--- src/rtl/dm_pkg.sv ---
// Shared definitions for the debug-module system bus side.
// Holds the AXI response codes, the default AxPROT value used by the
// SBA-to-AXI-Lite bridge, and a helper that classifies a response as an error.
package dm_pkg;

    localparam logic [1:0] AXI_RESP_OKAY   = 2'b00;
    localparam logic [1:0] AXI_RESP_EXOKAY = 2'b01;
    localparam logic [1:0] AXI_RESP_SLVERR = 2'b10;
    localparam logic [1:0] AXI_RESP_DECERR = 2'b11;

    // Unprivileged, non-secure, data access.
    localparam logic [2:0] AXI_PROT_DEFAULT = 3'b010;

    // SLVERR and DECERR both report as a bus error upstream.
    function automatic logic resp_is_err(input logic [1:0] resp);
        return (resp == AXI_RESP_SLVERR) || (resp == AXI_RESP_DECERR);
    endfunction

endpackage

--- src/rtl/dm_sba_axil_bridge.sv ---
// Bridges the debug-module system bus access port (req/gnt/r_valid, one
// transaction outstanding) onto an AXI4-Lite master.
// Ports:
//   clk_i, rst_ni        clock, asynchronous active-low reset
//   dmactive_i           debug module active; low blocks grants and
//                        suppresses the completion pulse
//   req_i..be_i, gnt_o   upstream request and grant
//   r_valid_o, r_rdata_o, err_o  registered one-cycle completion
//   aw_*, w_*, b_*, ar_*, r_*    AXI4-Lite master channels
module dm_sba_axil_bridge
    import dm_pkg::*;
#(
    parameter int unsigned BusWidth = 32,
    parameter logic [2:0]  AxProt   = AXI_PROT_DEFAULT
) (
    input  logic                  clk_i,
    input  logic                  rst_ni,
    input  logic                  dmactive_i,
    input  logic                  req_i,
    input  logic [BusWidth-1:0]   add_i,
    input  logic                  we_i,
    input  logic [BusWidth-1:0]   wdata_i,
    input  logic [BusWidth/8-1:0] be_i,
    output logic                  gnt_o,
    output logic                  r_valid_o,
    output logic [BusWidth-1:0]   r_rdata_o,
    output logic                  err_o,
    output logic                  aw_valid_o,
    input  logic                  aw_ready_i,
    output logic [BusWidth-1:0]   aw_addr_o,
    output logic [2:0]            aw_prot_o,
    output logic                  w_valid_o,
    input  logic                  w_ready_i,
    output logic [BusWidth-1:0]   w_data_o,
    output logic [BusWidth/8-1:0] w_strb_o,
    input  logic                  b_valid_i,
    output logic                  b_ready_o,
    input  logic [1:0]            b_resp_i,
    output logic                  ar_valid_o,
    input  logic                  ar_ready_i,
    output logic [BusWidth-1:0]   ar_addr_o,
    output logic [2:0]            ar_prot_o,
    input  logic                  r_valid_i,
    output logic                  r_ready_o,
    input  logic [BusWidth-1:0]   r_data_i,
    input  logic [1:0]            r_resp_i
);

    typedef enum logic [2:0] {
        IDLE,
        WRITE,
        READ,
        WAIT_B,
        WAIT_R
    } state_e;

    state_e                state_q, state_d;
    logic [BusWidth-1:0]   add_q, add_d;
    logic [BusWidth-1:0]   wdata_q, wdata_d;
    logic [BusWidth/8-1:0] be_q, be_d;
    logic                  aw_done_q, aw_done_d;
    logic                  w_done_q, w_done_d;
    logic                  r_valid_q, r_valid_d;
    logic                  err_q, err_d;
    logic [BusWidth-1:0]   rdata_q, rdata_d;

    always_comb begin
        state_d    = state_q;
        add_d      = add_q;
        wdata_d    = wdata_q;
        be_d       = be_q;
        aw_done_d  = aw_done_q;
        w_done_d   = w_done_q;
        r_valid_d  = 1'b0;
        err_d      = err_q;
        rdata_d    = rdata_q;
        gnt_o      = 1'b0;
        aw_valid_o = 1'b0;
        w_valid_o  = 1'b0;
        b_ready_o  = 1'b0;
        ar_valid_o = 1'b0;
        r_ready_o  = 1'b0;

        unique case (state_q)
            IDLE: begin
                gnt_o = req_i & dmactive_i;
                if (gnt_o) begin
                    add_d   = add_i;
                    wdata_d = wdata_i;
                    be_d    = be_i;
                    state_d = we_i ? WRITE : READ;
                end
            end
            WRITE: begin
                aw_valid_o = ~aw_done_q;
                w_valid_o  = ~w_done_q;
                aw_done_d  = aw_done_q | (aw_valid_o & aw_ready_i);
                w_done_d   = w_done_q | (w_valid_o & w_ready_i);
                // Join the two channels, counting a handshake in this cycle.
                if (aw_done_d && w_done_d) begin
                    aw_done_d = 1'b0;
                    w_done_d  = 1'b0;
                    state_d   = WAIT_B;
                end
            end
            READ: begin
                ar_valid_o = 1'b1;
                if (ar_ready_i) begin
                    state_d = WAIT_R;
                end
            end
            WAIT_B: begin
                b_ready_o = 1'b1;
                if (b_valid_i) begin
                    // The fabric transaction always completes; only the
                    // upstream pulse depends on dmactive_i.
                    r_valid_d = dmactive_i;
                    err_d     = resp_is_err(b_resp_i);
                    state_d   = IDLE;
                end
            end
            WAIT_R: begin
                r_ready_o = 1'b1;
                if (r_valid_i) begin
                    r_valid_d = dmactive_i;
                    err_d     = resp_is_err(r_resp_i);
                    rdata_d   = resp_is_err(r_resp_i) ? '0 : r_data_i;
                    state_d   = IDLE;
                end
            end
            default: state_d = IDLE;
        endcase
    end

    always_ff @(posedge clk_i or negedge rst_ni) begin
        if (!rst_ni) begin
            state_q   <= IDLE;
            add_q     <= '0;
            wdata_q   <= '0;
            be_q      <= '0;
            aw_done_q <= 1'b0;
            w_done_q  <= 1'b0;
            r_valid_q <= 1'b0;
            err_q     <= 1'b0;
            rdata_q   <= '0;
        end else begin
            state_q   <= state_d;
            add_q     <= add_d;
            wdata_q   <= wdata_d;
            be_q      <= be_d;
            aw_done_q <= aw_done_d;
            w_done_q  <= w_done_d;
            r_valid_q <= r_valid_d;
            err_q     <= err_d;
            rdata_q   <= rdata_d;
        end
    end

    assign r_valid_o = r_valid_q;
    assign err_o     = err_q;
    assign r_rdata_o = rdata_q;
    assign aw_addr_o = add_q;
    assign ar_addr_o = add_q;
    assign w_data_o  = wdata_q;
    assign w_strb_o  = be_q;
    assign aw_prot_o = AxProt;
    assign ar_prot_o = AxProt;

endmodule

--- config.mk ---
export PLATFORM = sky130hd
export DESIGN_NAME = dm_sba_axil_bridge
export DESIGN_NICKNAME = d
export VERILOG_FILES = /design/src/rtl/dm_pkg.sv /design/src/rtl/dm_sba_axil_bridge.sv
export SDC_FILE = /design/constraint.sdc
export NUM_CORES = 1
export LEC_CHECK = 0
export CAP_MARGIN = 30
export CORE_ASPECT_RATIO = 0.6
export CORE_MARGIN = 2
export CORE_UTILIZATION = 38
export CTS_CLUSTER_DIAMETER = 30
export DETAILED_ROUTE_END_ITERATION = 16
export PLACE_DENSITY_LB_ADDON = 0.05
export SLEW_MARGIN = 20
export SYNTH_ARGS = -nofsm -noshare
export SYNTH_HDL_FRONTEND = slang
export SYNTH_SLANG_ARGS = --single-unit
--- constraint.sdc ---
create_clock -name clk_i -period 2 [get_ports clk_i]
set_input_delay 0.2 -clock clk_i [delete_from_list [all_inputs] [get_ports clk_i]]
set_output_delay 0.2 -clock clk_i [all_outputs]
set_load 0.01 [all_outputs]
==> results.toml <==
[sta]
clock_skew_ns = 0.00879
rsz0062_at_grt = "false"
finalHoldViolCount = 0
min_period_over_period_pct = 95.1
finalWorstSetupSlack_ns = 0.0973
setup_viol = 0
post-route-min-period_ns = 1.90
clock.fmax_ghz = 0.526
slew_viol_final = 0
finalSetupTns_ns = 0

[global_routing]
grt_pass1_vias = 3433
grt_max_degree = 68
overflow = 0
antenna_found_initial = 0
track_usage_pct = 18.7
grt_first_pass_wirelength_mm = 18.7

[synthesis]
synth_seq_cells = 107
synth-edff-count = 0
synth_top_area_share_pct = 59.0
synth_top_area_cell = "dfrtp_1"
ys_warn_count = 0
synth_common_cells = "107 x dfrtp_1, 60 x mux2_2, 40 x buf_4"
synth_seq_area_share_pct = 59.0
synth_ff_type = "dfrtp_1"
synth.most_common_cell = "dfrtp_1"
synth.distinct_cells = 28
async_reset_ff_share_pct = 100
synth_cells = 366
syn_avg_cell_area_um2 = 12.4
syn_area_um2 = 4540
synth_area_leaders = "dfrtp_1 59%, mux2_2 15%, buf_4 6.6%, nand2b_1 4.4%, o21ai_0 3.4%"

[clock_network]
cts_max_level = 3
cts_root_buf = "clkbuf_16"
clockBufferDepth = 2
clk_latency_ns = 0.34
cts_tree = "done"
cts.sinks = 107
numCtsBuffers = 9
clkSlewWorstSetupHoldPaths_ns = 0.07
post_cts_buffers = 0

[route]
routed_via_density = 4.52
ant_nets = 0
firstDrtPassIters = 4
routedWlPerCell_um = 15.8
drt-initial-drc-count = 83
post-route-drc-count = 0
vias = 3410
wl_mm = 11.9

[floorplanning]
fp.dieH_um = 88.7
initial_utilization_pct = 39.5
ios = 260
coreArea_um2 = 11500
die-area_um2 = 12900
num_rows = 30
fp.dieW_um = 145

[placement]
io_buffers = 251
dp_hpwl_mm = 9.26
gp_congestion = 0.748
dp_slack_ns = 0.0474

[critical_path]
cpLargestDelayFamily = "buffers and inverters"
worstPathCellList = "buf_4 -> nor3b_1 -> clkdlybuf4s50_1"
crit_buf_inv = 2
crit_required_ns = 1.80
crit_slowest_cell = "clkdlybuf4s50_1"
path_class = "reg2out"
worstSetupEndpointType = "primary output"
startpoint_type = "flip-flop"
slowest_delay_ns = 0.56
crit_arrival_ns = 1.70
path_max_fanout = 11

[cells_and_area]
area_growth_pct = 61.0
n_fill_cell = 930
drive_gt1_share_pct = 15.8
layout.area.seq_um2 = 2680
nNetsFinal = 703
multi_input_area_um2 = 1500
num_antenna_cells = 0

[power_and_ir_drop]
cellLeakagePower_nw = 3.06
power_density_nw_per_um2 = 1420
irDropWorstVdd_mv = 0.652

[status]
status = "completed"

[hold_path]
hold_class = "in2async"

[job]
cap_violations = 0
==> worst reg2reg max path, stage by stage (launching register included) <==
cell and delay (ns):
dfrtp_1 0.39, buf_4 0.18, nor4_4 0.20, buf_4 0.19, buf_4 0.27, mux2_2 0.37
==> layout make-up <==
type,count,area share [%]
sequential,107,36.6
timing repair buffer,266,36.2
multi-input combinational,203,20.5
clock buffer,10,3.13
tap,160,2.74
clock inverter,6,0.650
inverter,2,0.103
==> flip-flops by register name, indices dropped and copies added (netlist names) <==
signal,cells
ar_addr_o,32
aw_done_q,1
err_o,1
r_rdata_o,32
r_valid_o,1
state_q,3
w_data_o,32
w_done_q,1
w_strb_o,4
==> per-stage QoR <==
step                std cells  hold slack [ns]  total power (W)  cell area, µm²  util, %
floorplan                 370          -0.0956          0.00603            4560        -
global placement          737            0.156          0.00869            7020     61.1
detailed placement        737            0.156          0.00884            7020     61.1
CTS                       754            0.333           0.0105            7310     63.6
global route              754            0.342           0.0110            7310     63.7
finish                    754            0.324           0.0104            7310     63.7
==> cells by family after synthesis <==
kind of cell	Yosys count	synth area share [%]
multiplexers	69	17.1
AO/OA/AOI/OAI	43	5.15
flip-flops	107	59.0
buffers and inverters	60	8.49
AND/OR/NAND/NOR	85	10.1
other	2	0.165
==> routing by layer <==
| metal | GRT usage [%] | vias up | wire [µm] |
|---|---|---|---|
| li1 | - | 1631 | - |
| met2 | 32.7 | 137 | 5970 |
| met5 | 0 | - | 0 |
| met3 | 6.13 | 12 | 870 |
| met4 | 4.37 | 0 | 119 |
| met1 | 23.0 | 1630 | 4990 |
==> timing repair <==
item                                    4_1_cts  5_1_grt
hold endpoints to repair                     27        0
endpoints found under the setup margin        3        2
resized for setup                             3        3
hold buffers                                  1        0
==> placed cells by master, fill, tap and decap left out, types with 9 or more instances in the layout <==
master and n:
clkdlybuf4s50_1 246, dfrtp_1 107, mux2_2 60, nand2_1 33, nand2b_1 32, o21ai_0 31, buf_4 13, nor2_1 9
mux2_1 9, clkbuf_16 9
==> worst paths after layout <==
path	slack, ns	endpoint	start	cells past startpoint
worst max-delay path	0.1	r_ready_o	state_q[1]	3
worst min-delay path	0.32	r_rdata_o[26]	rst_ni	2
worst max register to register	0.29	ar_addr_o[14]	state_q[2]	5
worst min register to register	0.48	r_rdata_o[7]	r_rdata_o[7]	2
max in group asynchronous	0.97	w_data_o[12]	rst_ni	3
min in group clk_i	0.42	r_rdata_o[14]	r_data_i[14]	3
==> report_power, final <==
| group | switching [W] | leakage, nW | total, W | internal [W] |
|---|---|---|---|---|
| Clock | 0.000802 | 0.134 | 0.00166 | 0.000859 |
| Combinational | 0.00187 | 1.60 | 0.00501 | 0.00314 |
| Sequential | 0.000588 | 1.32 | 0.00371 | 0.00312 |
Power figures use the tool's default switching activity.
